File: src/rtl/regfile_wb_arbiter_pkg.sv
// Shared constants and helpers for the register-file writeback arbiter.
//   ADDR_LEN / DATA_LEN : default register address / write data widths
//   MAX_NREQ            : largest supported requester count
//   oh_to_idx()         : one-hot (zero-padded to MAX_NREQ) to binary index
package regfile_wb_arbiter_pkg;

  localparam int unsigned ADDR_LEN = 5;
  localparam int unsigned DATA_LEN = 32;
  localparam int unsigned MAX_NREQ = 8;

  function automatic int unsigned oh_to_idx(input logic [MAX_NREQ-1:0] oh);
    int unsigned idx;
    idx = 0;
    for (int unsigned i = 0; i < MAX_NREQ; i++) begin
      if (oh[i]) idx = i;
    end
    return idx;
  endfunction

endpackage

File: src/rtl/regfile_wb_arbiter_if.sv
// Writeback request bus plus the two registered RAM write ports.
//   req_valid/req_addr/req_data : requester side, flattened per requester
//   req_ready                   : combinational grant back to requesters
//   we1/waddr1/wdata1, we2/...  : registered RAM write ports 1 and 2
// modport slave is the arbiter; modport master is the requester/RAM side.
interface regfile_wb_arbiter_if
  import regfile_wb_arbiter_pkg::*;
#(
  parameter int unsigned NREQ   = 4,
  parameter int unsigned ADDR_W = ADDR_LEN,
  parameter int unsigned DATA_W = DATA_LEN
);
  logic [NREQ-1:0]        req_valid;
  logic [NREQ*ADDR_W-1:0] req_addr;
  logic [NREQ*DATA_W-1:0] req_data;
  logic [NREQ-1:0]        req_ready;
  logic                   we1;
  logic                   we2;
  logic [ADDR_W-1:0]      waddr1;
  logic [ADDR_W-1:0]      waddr2;
  logic [DATA_W-1:0]      wdata1;
  logic [DATA_W-1:0]      wdata2;

  modport slave (
    input  req_valid, req_addr, req_data,
    output req_ready, we1, we2, waddr1, waddr2, wdata1, wdata2
  );

  modport master (
    output req_valid, req_addr, req_data,
    input  req_ready, we1, we2, waddr1, waddr2, wdata1, wdata2
  );
endinterface

File: src/rtl/regfile_wb_arbiter_rr_pick.sv
// Round-robin picker: one-hot of the first set bit of req at or after ptr,
// scanning upward and wrapping modulo NREQ.
//   req    : candidate mask
//   ptr    : scan start index
//   onehot : selected candidate (all zero if none)
//   found  : some candidate was selected
module regfile_wb_arbiter_rr_pick #(
  parameter int unsigned NREQ = 4,
  localparam int unsigned PTR_W = (NREQ > 1) ? $clog2(NREQ) : 1
) (
  input  logic [NREQ-1:0]  req,
  input  logic [PTR_W-1:0] ptr,
  output logic [NREQ-1:0]  onehot,
  output logic             found
);

  always_comb begin
    onehot = '0;
    found  = 1'b0;
    for (int unsigned k = 0; k < NREQ; k++) begin
      if (!found && req[PTR_W'((32'(ptr) + k) % NREQ)]) begin
        onehot[PTR_W'((32'(ptr) + k) % NREQ)] = 1'b1;
        found = 1'b1;
      end
    end
  end

endmodule

File: src/rtl/regfile_wb_arbiter.sv
// Writeback arbiter for a 2-write-port register file. Up to two requests per
// cycle are granted in round-robin order and registered onto RAM ports 1/2.
// Writes to x0 are acknowledged without using a slot or a RAM write.
//   clk, reset_n : clock, asynchronous active-low reset
//   flush        : kill this cycle's grants; next cycle issues no write
//   bus          : request bus and RAM write ports (slave side)
//   grant_cnt    : number of non-x0 writes issued, wrapping
module regfile_wb_arbiter
  import regfile_wb_arbiter_pkg::*;
#(
  parameter int unsigned NREQ   = 4,
  parameter int unsigned ADDR_W = ADDR_LEN,
  parameter int unsigned DATA_W = DATA_LEN
) (
  input  logic                 clk,
  input  logic                 reset_n,
  input  logic                 flush,
  regfile_wb_arbiter_if.slave  bus,
  output logic [31:0]          grant_cnt
);

  localparam int unsigned PTR_W = (NREQ > 1) ? $clog2(NREQ) : 1;

  logic [ADDR_W-1:0] addr [NREQ];
  logic [DATA_W-1:0] data [NREQ];
  logic [NREQ-1:0]   x0, same, cand1, cand2, oh1, oh2;
  logic              found1, found2, grant1, grant2;
  logic [ADDR_W-1:0] addr1, addr2;
  logic [DATA_W-1:0] data1, data2;

  logic [PTR_W-1:0]  rr_ptr_q, rr_ptr_d;
  logic [31:0]       cnt_q, cnt_d;
  logic              we1_q, we2_q;
  logic [ADDR_W-1:0] waddr1_q, waddr2_q;
  logic [DATA_W-1:0] wdata1_q, wdata2_q;

  for (genvar g = 0; g < NREQ; g++) begin : g_req
    assign addr[g] = bus.req_addr[g*ADDR_W +: ADDR_W];
    assign data[g] = bus.req_data[g*DATA_W +: DATA_W];
    assign x0[g]   = bus.req_valid[g] && (addr[g] == '0);
    assign same[g] = (addr[g] == addr1);
  end

  assign cand1 = bus.req_valid & ~x0;

  regfile_wb_arbiter_rr_pick #(.NREQ(NREQ)) u_pick1 (
    .req    (cand1),
    .ptr    (rr_ptr_q),
    .onehot (oh1),
    .found  (found1)
  );

  // Slot 2 scans from the same pointer; dropping slot 1 and every request
  // aimed at slot 1's address keeps one address to one port per cycle.
  assign cand2 = cand1 & ~oh1 & ~same;

  regfile_wb_arbiter_rr_pick #(.NREQ(NREQ)) u_pick2 (
    .req    (cand2),
    .ptr    (rr_ptr_q),
    .onehot (oh2),
    .found  (found2)
  );

  always_comb begin
    addr1 = '0;
    data1 = '0;
    addr2 = '0;
    data2 = '0;
    for (int unsigned i = 0; i < NREQ; i++) begin
      if (oh1[i]) begin
        addr1 = addr[i];
        data1 = data[i];
      end
      if (oh2[i]) begin
        addr2 = addr[i];
        data2 = data[i];
      end
    end
  end

  assign grant1 = found1 && !flush;
  assign grant2 = found2 && !flush;

  assign bus.req_ready = (oh1 | oh2 | x0) & {NREQ{!flush && reset_n}};

  // Slot 2 always lies after slot 1 in scan order, so it is the last grant.
  always_comb begin
    logic [MAX_NREQ-1:0] last_oh;
    last_oh  = '0;
    rr_ptr_d = rr_ptr_q;
    cnt_d    = cnt_q + 32'(grant1) + 32'(grant2);
    if (grant1) begin
      last_oh[NREQ-1:0] = found2 ? oh2 : oh1;
      rr_ptr_d = PTR_W'((oh_to_idx(last_oh) + 1) % NREQ);
    end
  end

  always_ff @(posedge clk or negedge reset_n) begin
    if (!reset_n) begin
      rr_ptr_q <= '0;
      cnt_q    <= '0;
      we1_q    <= 1'b0;
      we2_q    <= 1'b0;
      waddr1_q <= '0;
      waddr2_q <= '0;
      wdata1_q <= '0;
      wdata2_q <= '0;
    end else begin
      rr_ptr_q <= rr_ptr_d;
      cnt_q    <= cnt_d;
      we1_q    <= grant1;
      we2_q    <= grant2;
      if (grant1) begin
        waddr1_q <= addr1;
        wdata1_q <= data1;
      end
      if (grant2) begin
        waddr2_q <= addr2;
        wdata2_q <= data2;
      end
    end
  end

  assign bus.we1    = we1_q;
  assign bus.we2    = we2_q;
  assign bus.waddr1 = waddr1_q;
  assign bus.waddr2 = waddr2_q;
  assign bus.wdata1 = wdata1_q;
  assign bus.wdata2 = wdata2_q;
  assign grant_cnt  = cnt_q;

endmodule

File: src/flat_wrapper.sv
// flat-port wrapper written by rule: the top's interface ports become plain ports
module regfile_wb_arbiter_flat import regfile_wb_arbiter_pkg::*;
#(
  parameter int unsigned NREQ   = 4,
  parameter int unsigned ADDR_W = ADDR_LEN,
  parameter int unsigned DATA_W = DATA_LEN
)
  (clk, reset_n, flush, grant_cnt, bus_req_valid, bus_req_addr, bus_req_data, bus_req_ready, bus_we1, bus_we2, bus_waddr1, bus_waddr2, bus_wdata1, bus_wdata2);
  regfile_wb_arbiter_if #(.NREQ(NREQ), .ADDR_W(ADDR_W), .DATA_W(DATA_W)) bus_i ();
  input  logic clk;
  input  logic reset_n;
  input  logic flush;
  output logic [31:0] grant_cnt;
  input wire logic [$bits(bus_i.req_valid)-1:0] bus_req_valid;
  input wire logic [$bits(bus_i.req_addr)-1:0] bus_req_addr;
  input wire logic [$bits(bus_i.req_data)-1:0] bus_req_data;
  output wire logic [$bits(bus_i.req_ready)-1:0] bus_req_ready;
  output wire logic [$bits(bus_i.we1)-1:0] bus_we1;
  output wire logic [$bits(bus_i.we2)-1:0] bus_we2;
  output wire logic [$bits(bus_i.waddr1)-1:0] bus_waddr1;
  output wire logic [$bits(bus_i.waddr2)-1:0] bus_waddr2;
  output wire logic [$bits(bus_i.wdata1)-1:0] bus_wdata1;
  output wire logic [$bits(bus_i.wdata2)-1:0] bus_wdata2;
  assign bus_i.req_valid = bus_req_valid;
  assign bus_i.req_addr = bus_req_addr;
  assign bus_i.req_data = bus_req_data;
  assign bus_req_ready = bus_i.req_ready;
  assign bus_we1 = bus_i.we1;
  assign bus_we2 = bus_i.we2;
  assign bus_waddr1 = bus_i.waddr1;
  assign bus_waddr2 = bus_i.waddr2;
  assign bus_wdata1 = bus_i.wdata1;
  assign bus_wdata2 = bus_i.wdata2;
  regfile_wb_arbiter #(.NREQ(NREQ), .ADDR_W(ADDR_W), .DATA_W(DATA_W)) u_core (.clk(clk), .reset_n(reset_n), .flush(flush), .bus(bus_i), .grant_cnt(grant_cnt));
endmodule
File: config.mk
export PLATFORM = sky130hd
export DESIGN_NAME = regfile_wb_arbiter_flat
export DESIGN_NICKNAME = d
export VERILOG_FILES = /design/src/rtl/regfile_wb_arbiter_pkg.sv /design/src/rtl/regfile_wb_arbiter_if.sv /design/src/rtl/regfile_wb_arbiter_rr_pick.sv /design/src/rtl/regfile_wb_arbiter.sv /design/src/flat_wrapper.sv
export SDC_FILE = /design/constraint.sdc
export NUM_CORES = 1
export LEC_CHECK = 0
export CORE_MARGIN = 5
export CORE_UTILIZATION = 47
export DETAILED_ROUTE_END_ITERATION = 6
export PLACE_DENSITY = 0.82
export RECOVER_POWER = 50
export SLEW_MARGIN = 20
export SYNTH_ARGS = -nofsm -noshare
export SYNTH_HDL_FRONTEND = slang
export SYNTH_HIERARCHICAL = 1
export SYNTH_SLANG_ARGS = --single-unit
export TNS_END_PERCENT = 20
File: constraint.sdc
create_clock -name clk -period 7.25 [get_ports clk]
set_input_delay 0.725 -clock clk [delete_from_list [all_inputs] [get_ports clk]]
set_output_delay 0.725 -clock clk [all_outputs]
set_load 0.005 [all_outputs]
==> results of run 1 <==
worst max-delay path: stages:
cell and delay (ns):
clkdlybuf4s50_1 0.45, or4_1 0.56, o21ai_2 0.17, inv_1 0.08, buf_4 0.16, or3b_4 0.24, a2111oi_4 0.06, or3_4 0.45
o2bb2ai_4 0.19, buf_12 0.16, buf_4 0.15, a221oi_2 0.36, nor3_1 0.11, nor4b_2 0.35, a311oi_2 0.16, buf_4 0.18
mux4_2 0.50, a31o_1 0.21, a221oi_2 0.29, o2bb2ai_4 0.12, a211oi_2 0.24, nor2_1 0.07, clkdlybuf4s50_1 0.45
flip-flops by register name (all words and copies together), names as in the netlist:
name	flops
u_core/bus.we2	1
u_core/rr_ptr_q	2
u_core/bus.wdata2	32
u_core/bus.we1	1
u_core/grant_cnt	32
u_core/bus.wdata1	32
u_core/bus.waddr1	5
u_core/bus.waddr2	5
cell usage after synthesis, drive strengths merged (4+ instances only):
cell type / instances / area, sq um
xnor2: 27 / 236.5
buf: 26 / 147.6
a21oi: 75 / 375.4
o21a: 4 / 30.03
o22ai: 12 / 75.07
and3: 7 / 43.79
mux2: 7 / 78.83
nand2: 137 / 514.2
ha: 13 / 162.7
a221oi: 42 / 411.6
nand4: 9 / 56.30
mux2i: 14 / 140.1
nand2b: 15 / 93.84
inv: 14 / 52.55
o2bb2ai: 8 / 70.07
and4: 4 / 35.03
nor2: 96 / 360.4
xor2: 14 / 122.6
nor4b: 4 / 35.03
a21boi: 4 / 30.03
nor2b: 6 / 45.04
nand3: 15 / 80.08
dfrtp: 110 / 2753
a311oi: 38 / 339.1
nor4: 5 / 31.28
nor3: 46 / 230.2
or4: 5 / 37.54
clkbuf: 57 / 215.2
o21ai: 82 / 410.4
a211oi: 8 / 60.06
nand3b: 39 / 292.8
timing repair:
action	in CTS	in global routing
buffers inserted	0	10
pin swaps	0	4
resized for setup	4	35
cloned	0	1
endpoints found under the setup margin	4	10
cell type report:
cell class	instances	area, sq um	share of cell area, %
Multi-Input combinational cell	766	5001	43.00
Timing Repair Buffer	336	3236	27.82
Sequential cell	110	2753	23.67
Tap cell	220	275.3	2.367
Clock buffer	9	225.2	1.936
Clock inverter	7	88.84	0.7638
Inverter	14	52.55	0.4518
logic make-up (layout without fill, tap and decap cells):
group	Yosys count	count (layout)	share of synthesized area [%]
XOR/XNOR	41	41	4.564
adder cells (fa/ha/maj)	14	14	2.322
AO/OA/AOI/OAI	290	290	25.03
flip-flops	110	110	34.98
buffers and inverters	97	366	5.279
multiplexers	23	23	3.355
AND/OR/NAND/NOR	397	398	24.47
routing by layer:
metal | part of all wire (%) | vias to the layer above | track usage [%] | routed length [microns]
met5 | 0 | - | 0 | 0
met4 | 3.2 | 0 | 10.30 | 930
met3 | 9.3 | 73 | 5.626 | 2659
met2 | 48 | 498 | 46.72 | 13770
met1 | 39 | 4141 | 35.29 | 11330
li1 | - | 4101 | - | -
per-stage QoR:
| step | power, uW | util [%] |
|---|---|---|
| final | 6564 | 70.39 |
| after detailed placement | 5756 | 66.85 |
| after global routing | 7063 | 70.39 |
| after floorplan | 4090 | - |
| after CTS | 6322 | 68.84 |
| after global placement | 5661 | 66.85 |
worst max path at each step:
stage | from | end | slack, ns | cells past startpoint
detailed placement | bus_req_addr[12] | bus_req_ready[0] | 0.002 | 21
CTS | bus_req_addr[12] | bus_req_ready[0] | 0.007 | 21
global placement | bus_req_addr[12] | bus_req_ready[2] | 0.1 | 21
floorplan | bus_req_addr[17] | bus_req_ready[3] | 0.45 | 22
finish | bus_req_addr[16] | bus_req_ready[0] | 0.07 | 23
global route | bus_req_addr[7] | bus_req_ready[2] | -0.12 | 23
power by group through the flow:
stage,Combinational [uW],Clock (uW),Sequential [uW]
6_report,5060,529,978
5_1_grt,5490,560,1010
4_1_cts,4800,537,986
3_5_place_dp,4760,0,994
3_3_place_gp,4670,0,988
2_1_floorplan,3080,0,1010
==> flow_metrics.env, run 1 <==
export IMPL_ys_seq_elements=110
export IMPL_outcome="complete, but fails checks"
export IMPL_rr_startpoint="u_core/rr_ptr_q[1]"
export IMPL_finClkSkew_ns=0.01079
export IMPL_cts_tree="done"
export IMPL_clk_pin_slew_ns=0.09
export IMPL_switching_share_pct=50.50
export IMPL_fillCellCount=1313
export IMPL_place_congestion=0.9759
export IMPL_grt_pass1_wl_mm=44.42
export IMPL_numPortBuffers=266
export IMPL_antenna_found_initial=0
export IMPL_end_kind="output port"
export IMPL_synth_edf_count=0
export IMPL_clock_power_share_pct=8.1
export IMPL_start_util_pct=47.62
export IMPL_hold_class="input pin to asynchronous set/reset pin"
export IMPL_comb_power_share_pct=77.0
export IMPL_max_slew_margin_rel_pct=-136.0
export IMPL_io_pins=267
export IMPL_hold_slack_ns=0.3819
export IMPL_cts_buffers=9
export IMPL_p_sw_uw=3315
export IMPL_firstDrtPassIters=6
export IMPL_critPathKind="input pin to output port"
export IMPL_htreeDepth=3
export IMPL_dp_cells=1435
export IMPL_wl_per_cell_microns=19.63
export IMPL_drive_gt1_share_pct=11.59
export IMPL_fin_area_sq_um=11630
export IMPL_timing_final_crit_share_pct=98.99
export IMPL_vdd_ir_drop_max_uv=617.5
export IMPL_ant_nets=0
export IMPL_cp_required_ns=6.52
export IMPL_arrival_ns=6.45
export IMPL_p_int_uw=3249
export IMPL_cp_max_fo=10
export IMPL_first_global_vias=8264
export IMPL_mostFrequentLayoutCells="clkdlybuf4s50_1, nand2_1, dfrtp_1, nor2_1, a21oi_1"
export IMPL_post_place_ws_ns=0.002025
export IMPL_setup_viol=0
export IMPL_track_usage_pct=27.72
export IMPL_tightest_slew_ns=3.539
export IMPL_async_reset_ff_share_pct=100.0
export IMPL_gr_total_overflow=0
export IMPL_clock_tree_root_cell="clkbuf_16"
export IMPL_fin_ws_ns=0.07319
export IMPL_num_antenna_cells=0
export IMPL_nets=1406
export IMPL_synthFlopType="dfrtp_1"
export IMPL_clock_fmax_mhz=139.3
export IMPL_clock_path_buffers=2
export IMPL_slew_viol_final=65
export IMPL_post_dp_hpwl_mm=20.13
export IMPL_startpoint_type="input pin"
export IMPL_drtIter0Drc=717
export IMPL_power_frac_seq_pct=14.9
export IMPL_p_leak_uw=0.004622
export IMPL_p_per_area_nw_per_um2=564.4
export IMPL_routed_via_density=6.028
export IMPL_vias=8813
export IMPL_detailed_place_area_sq_um=11050
export IMPL_clock_latency_ns=0.36
export IMPL_rr_worst_depth=24
export IMPL_core_rowCount=47
export IMPL_r2r_end="u_core/bus.wdata2[15]"
export IMPL_violations="max-capacitance violations, max-slew violations"
export IMPL_die_h_microns=139.4
export IMPL_syn_nets=1141
export IMPL_drc_errors=0
export IMPL_hold_viol=0
export IMPL_clock_sinks=110
export IMPL_dieWidth_microns=139.4
export IMPL_tns_ns=0
export IMPL_cts_hold_buffers_added=0
export IMPL_fin_cells=1462
export IMPL_synth_cells=972
export IMPL_coreArea_sq_um=16520
export IMPL_rrSetupSlack_ns=0.99
export IMPL_synth_avg_cell_area_sq_um=8.095
export IMPL_grt_max_degree=79
export IMPL_final_common_cell="clkdlybuf4s50_1"
export IMPL_drv_cap=1
export IMPL_ys_types=60
export IMPL_die_area_sq_um=19430
export IMPL_synth_area_sq_um=7869
export IMPL_layout_min_cycle_time_ns=7.177
export IMPL_ys_warn_count=6
export IMPL_drt_total_wl_mm=28.69
export IMPL_area_delta_synth_final_pct=47.81
export IMPL_ys_seq_area_share_pct=34.98
Power figures use the tool's default switching activity.
==> run 2, diff against run 1 <==
Settings changed: CORE_UTILIZATION 47 to 48, SYNTH_HIERARCHICAL 1 to unset.
==> flow_metrics.env, run 2 <==
export IMPL_dieWidth_microns=144.5
export IMPL_nets=1525
export IMPL_syn_nets=1243
export IMPL_cp_required_ns=6.52
export IMPL_synth_area_leaders="dfrtp_1, a21oi_1, nor2_1, a311oi_1, o211ai_1"
export IMPL_synth_most_common_cell="dfrtp_1"
export IMPL_grt_setup_unrepaired="false"
export IMPL_synthTopCellsByCount="dfrtp_1, nor2_1, a21oi_1"
export IMPL_p_leak_uw=0.005005
export IMPL_gr_max_usage_layer="met2"
export IMPL_power_uw=6850
export IMPL_die_area_sq_um=20890
export IMPL_register_area_sq_um=2753
export IMPL_routed_via_density=6.638
export IMPL_cp_startpoint="bus_req_addr[16]"
export IMPL_layout_min_cycle_time_ns=7.046
export IMPL_critPathMaxStageDelay_ns=0.67
export IMPL_area_delta_synth_final_pct=42.36
export IMPL_drive_gt1_share_pct=11.91
export IMPL_cp_endpoint="bus_req_ready[1]"
export IMPL_p_per_area_nw_per_um2=553.9
export IMPL_slew_viol_final=92
export IMPL_r2r_end="u_core.grant_cnt[28]"
export IMPL_tightest_slew_ns=3.035
export IMPL_ys_types=85
export IMPL_synth_edf_count=0
export IMPL_drv_cap=2
export IMPL_drc_errors=0
export IMPL_grt_use_met3_pct=8.366
export IMPL_rr_worst_depth=26
export IMPL_multi_input_area_sq_um=5278
export IMPL_met2_usage_pct=57.99
export IMPL_cp_max_fo=5
export IMPL_ys_seq_elements=110
export IMPL_ant_nets=0
export IMPL_firstDrtPassIters=5
export IMPL_yosysTopAreaCellShare_pct=31.69
export IMPL_synth_area_sq_um=8687
export IMPL_track_usage_pct=36.22
export IMPL_async_reset_ff_share_pct=100.0
export IMPL_ys_seq_area_share_pct=31.69
export IMPL_post_dp_hpwl_mm=27.99
export IMPL_timing_final_crit_share_pct=97.19
export IMPL_rr_startpoint="u_core.rr_ptr_q[0]"
export IMPL_io_pins=267
export IMPL_clock_sinks=110
export IMPL_clock_tree_root_cell="clkbuf_16"
export IMPL_outcome="complete, but fails checks"
export IMPL_final_common_cell="clkdlybuf4s50_1"
export IMPL_cts_buffers=9
export IMPL_drt_total_wl_mm=39.39
export IMPL_place_congestion=1.020
export IMPL_numPortBuffers=266
export IMPL_gr_total_overflow=0
export IMPL_synth_cells=1082
export IMPL_first_global_vias=10280
export IMPL_grt_met1_usage_pct=46.92
export IMPL_end_kind="output port"
export IMPL_cts_hold_buffers_added=0
export IMPL_vias=10610
export IMPL_synth_top_area_cell="dfrtp_1"
export IMPL_setup_viol=0
export IMPL_grt_max_degree=76
export IMPL_wl_per_cell_microns=24.65
export IMPL_hold_class="flip-flop to flip-flop"
export IMPL_vdd_ir_drop_max_uv=1162
export IMPL_ys_warn_count=0
export IMPL_synth_avg_cell_area_sq_um=8.029
export IMPL_startpoint_type="input pin"
export IMPL_tns_ns=0
export IMPL_crit_chain="clkdlybuf4s50_1, nor4_2, a21oi_1, a2111oi_0, o21ai_1, a21o_1, buf_4, a21oi_1, a311o_1, mux2i_1, a2111oi_4, a211o_2, or3_1, a211oi_1, buf_4, a211oi_4, and3_2, a31oi_1, clkdlybuf4s50_1"
export IMPL_grt_pass1_wl_mm=58.22
export IMPL_coreArea_sq_um=17900
export IMPL_drtIter0Drc=1076
export IMPL_num_antenna_cells=0
export IMPL_clock_fmax_mhz=141.9
export IMPL_start_util_pct=48.53
export IMPL_clock_latency_ns=0.36
export IMPL_finClkSkew_ns=0.007872
export IMPL_mostFrequentLayoutCells="clkdlybuf4s50_1, dfrtp_1, buf_4, nor2_1, a21oi_1"
export IMPL_fillCellCount=1476
export IMPL_worst_path_max_delay_cell="a2111oi_0"
export IMPL_rrSetupSlack_ns=0.86
export IMPL_antenna_found_initial=0
export IMPL_clock_path_buffers=2
export IMPL_critPathKind="input pin to output port"
export IMPL_arrival_ns=6.32
export IMPL_hold_viol=0
export IMPL_core_rowCount=49
export IMPL_htreeDepth=3
export IMPL_die_h_microns=144.5
export IMPL_cts_tree="done"
export IMPL_synthFlopType="dfrtp_1"
export IMPL_clk_pin_slew_ns=0.08
export IMPL_violations="max-capacitance violations, max-slew violations"
export IMPL_max_slew_margin_rel_pct=-102.3
-- run 2: worst max-delay path, delay by kind of cell --
kind	cells	cell delay [ns]
AOI/OAI and AO/OA	11	2.88
buffers and inverters	4	1.36
muxes	1	0.34
and+or+nand+nor	3	1.03
-- run 2: worst min path at each step --
stage,from,endpoint,slack [ns],cells after the start
floorplan,reset_n,u_core.bus.waddr1[0],0.43,0
global placement,u_core.grant_cnt[31],u_core.grant_cnt[31],0.46,1
detailed placement,u_core.grant_cnt[31],u_core.grant_cnt[31],0.47,1
CTS,reset_n,u_core.bus.wdata1[23],0.35,1
global route,u_core.grant_cnt[30],u_core.grant_cnt[30],0.51,1
finish,u_core.grant_cnt[31],u_core.grant_cnt[31],0.48,1
-- run 2: per-stage QoR --
stage / util [%] / cell area, sq um / worst slack (ns) / std cells / hold WS [ns]
2_1_floorplan: - / 8687 / 1.172 / 1082 / 0.4294
3_3_place_gp: 67.22 / 12030 / 0.2955 / 1581 / 0.4640
3_5_place_dp: 67.22 / 12030 / 0.2649 / 1581 / 0.4698
4_1_cts: 69.07 / 12360 / 0.2214 / 1597 / 0.3462
5_1_grt: 69.08 / 12370 / 0.02356 / 1598 / 0.5098
6_report: 69.08 / 12370 / 0.2040 / 1598 / 0.4842
-- run 2: metal layers --
metal | wire length [microns] | vias up
li1 | - | 4673
met1 | 15110 | 5052
met2 | 18570 | 751
met3 | 4141 | 132
met4 | 1568 | 0
met5 | 0 | -
-- run 2: logic make-up (layout without fill, tap and decap cells) --
| family | after synthesis | in the layout | synth area share, % |
|---|---|---|---|
| AND/OR/NAND/NOR | 304 | 304 | 16.55 |
| adder cells (fa/ha/maj) | 6 | 6 | 0.9506 |
| XOR/XNOR | 41 | 41 | 4.134 |
| multiplexers | 8 | 8 | 1.426 |
| buffers and inverters | 166 | 453 | 8.340 |
| flip-flops | 110 | 110 | 31.69 |
| AO/OA/AOI/OAI | 447 | 447 | 36.92 |
-- run 2: power breakdown --
group / internal (uW) / switching [uW] / leakage (uW)
logic: 2190 / 3100 / 0.00347
registers: 856 / 137 / 0.00137
clock network: 309 / 263 / 0.000163
-- run 2: area by class of cell --
type / instances / area share (%)
Clock inverter: 7 / 0.8499
Timing Repair Buffer: 377 / 28.26
Tap cell: 229 / 2.317
Sequential cell: 110 / 22.26
Inverter: 60 / 1.821
Clock buffer: 9 / 1.821
Multi-Input combinational cell: 806 / 42.67
-- run 2: what timing repair did --
item | in CTS | in global routing
buffers inserted | 0 | 0
hold endpoints to repair | 0 | 0
endpoints found under the setup margin | 0 | 4
gates resized for setup | 0 | 1
==> run 3, diff against run 2 <==
Settings changed: CORE_UTILIZATION 48 to 45, PLACE_DENSITY 0.82 to unset, PLACE_DENSITY_LB_ADDON set to 0.05.
==> flow_metrics.env, run 3 (synthesis results as in run 2) <==
export IMPL_outcome="complete, but fails checks"
export IMPL_violations="max-capacitance violations, max-slew violations"
export IMPL_mostFrequentLayoutCells="clkdlybuf4s50_1, dfrtp_1, nor2_1, a21oi_1, buf_4"
export IMPL_timing_final_crit_share_pct=97.02
export IMPL_hold_path_startpoint="u_core.grant_cnt[31]"
export IMPL_ant_nets=0
export IMPL_dieWidth_microns=148.9
export IMPL_gr_total_overflow=0
export IMPL_start_util_pct=46.13
export IMPL_hold_slack_ns=0.4785
export IMPL_max_slew_margin_rel_pct=-111.3
export IMPL_rrSetupSlack_ns=1.22
export IMPL_multi_input_area_sq_um=5339
export IMPL_drive_gt1_share_pct=11.12
export IMPL_fillCellCount=1671
export IMPL_r2r_end="u_core.bus.waddr2[0]"
export IMPL_drv_cap=2
export IMPL_vias=10170
export IMPL_place_congestion=1.029
export IMPL_register_area_sq_um=2753
export IMPL_hold_viol=0
export IMPL_detailed_place_area_sq_um=11930
export IMPL_nets=1505
export IMPL_final_common_cell="clkdlybuf4s50_1"
export IMPL_rr_startpoint="u_core.rr_ptr_q[0]"
export IMPL_antenna_found_initial=1
export IMPL_drc_errors=0
export IMPL_drt_total_wl_mm=37.09
export IMPL_cts_buffers=9
export IMPL_grt_setup_unrepaired="false"
export IMPL_hold_class="flip-flop to flip-flop"
export IMPL_clock_path_buffers=2
export IMPL_die_area_sq_um=22180
export IMPL_dr_wl_met3_mm=3.606
export IMPL_post_dp_hpwl_mm=26.78
export IMPL_slew_viol_final=113
export IMPL_die_h_microns=148.9
export IMPL_wl_per_cell_microns=23.05
export IMPL_cp_endpoint="bus_req_ready[2]"
export IMPL_firstDrtPassIters=7
export IMPL_tightest_slew_ns=3.169
export IMPL_startpoint_type="input pin"
export IMPL_layout_min_cycle_time_ns=7.034
export IMPL_tns_ns=0
export IMPL_end_kind="output port"
export IMPL_clock_sinks=110
export IMPL_clock_latency_ns=0.36
export IMPL_rr_worst_depth=19
export IMPL_p_int_uw=3202
export IMPL_finClkSkew_ns=0.01358
export IMPL_coreArea_sq_um=18830
export IMPL_comb_power_share_pct=77.3
export IMPL_num_antenna_cells=0
export IMPL_clk_pin_slew_ns=0.08
export IMPL_grt_max_degree=79
export IMPL_core_rowCount=50
export IMPL_p_sw_uw=3353
export IMPL_p_per_area_nw_per_um2=533.4
export IMPL_routed_via_density=6.323
export IMPL_drtIter0Drc=851
export IMPL_arrival_ns=6.31
export IMPL_io_pins=267
export IMPL_switching_share_pct=51.16
export IMPL_vdd_ir_drop_max_uv=796.6
export IMPL_clock_fmax_mhz=142.2
export IMPL_cp_required_ns=6.52
export IMPL_numPortBuffers=266
export IMPL_setup_viol=0
export IMPL_routed_top_layer="met5"
export IMPL_power_frac_seq_pct=15.0
export IMPL_critPathKind="input pin to output port"
export IMPL_cts_hold_buffers_added=0
export IMPL_clock_tree_root_cell="clkbuf_16"
export IMPL_fin_area_sq_um=12290
export IMPL_clock_power_share_pct=7.7
export IMPL_track_usage_pct=32.44
export IMPL_area_delta_synth_final_pct=41.48
export IMPL_htreeDepth=3
export IMPL_cp_max_fo=9
export IMPL_grt_pass1_wl_mm=57.52
export IMPL_cts_tree="done"
export IMPL_first_global_vias=10200
export IMPL_cp_startpoint="bus_req_addr[16]"
export IMPL_p_leak_uw=0.004934
export IMPL_wl_met1_mm=14.54
export IMPL_wl_met2_mm=17.32
## run 3: cell types whose count changed in the layout (fill, tap and decap cells not counted), sizes merged
| cell | change |
|---|---|
| clkinvlp | +2 |
| dlygate4sd3 | +24 |
| clkdlybuf4s50 | -24 |
| buf | -20 |
| clkinv | -2 |
| bufinv | -2 |
| inv | +2 |
## run 3: worst max-delay path: stages
cell and delay [ns]:
clkdlybuf4s50_1 0.48, or4_1 0.64, o211ai_1 0.29, a2111oi_0 0.18, nor2_1 0.29, o22a_1 0.35, nand2_1 0.26, a311o_1 0.42
mux2_4 0.34, a2111oi_4 0.44, nand2_1 0.15, a311oi_2 0.45, o21ai_0 0.21, nand2_1 0.12, buf_4 0.13, a221oi_4 0.05
a31oi_1 0.23, clkdlybuf4s50_1 0.54
## run 3: layer usage
layer | global-route usage, % | up-vias
met3 | 7.171 | 108
met1 | 41.91 | 4840
li1 | - | 4637
met2 | 53.43 | 587
met4 | 11.90 | 2
met5 | 0 | -
## run 3: worst min-delay path by stage
stage | to | slack, ns | cells past startpoint
floorplan | u_core.bus.waddr1[0] | 0.43 | 0
CTS | u_core.grant_cnt[31] | 0.49 | 1
detailed placement | u_core.grant_cnt[31] | 0.47 | 1
global placement | u_core.grant_cnt[31] | 0.46 | 1
global route | u_core.grant_cnt[31] | 0.52 | 1
finish | u_core.grant_cnt[31] | 0.48 | 1
## run 3: power by group through the flow
stage	clock (uW)	sequential, uW	combinational [uW]
global placement	0	996	4950
finish	506	980	5070
global route	542	1010	5450
floorplan	0	1010	3130
detailed placement	0	1000	4980
CTS	512	991	5000
## run 3: final cells by class
class                           count  area share (%)
Clock buffer                        9           1.832
Clock inverter                      7          0.5396
Multi-Input combinational cell    806           43.44
Tap cell                          260           2.647
Sequential cell                   110           22.40
Inverter                           60           1.832
Timing Repair Buffer              357           27.31
## run 3: stage by stage
step           power, uW  setup WS [ns]  std cells  util (%)
2_1_floorplan       4144          1.172       1082         -
5_1_grt             7002       0.007509       1609     65.27
3_5_place_dp        5985         0.1526       1591     63.34
3_3_place_gp        5941         0.1746       1591     63.34
4_1_cts             6501         0.1033       1607     64.89
6_report            6555         0.2158       1609     65.27
## run 3: what timing repair did
action                                 in CTS  in global routing
resized for setup                           0                 16
setup endpoints to repair                   0                  4
endpoints found under the hold margin       0                  0
setup buffers                               0                  2
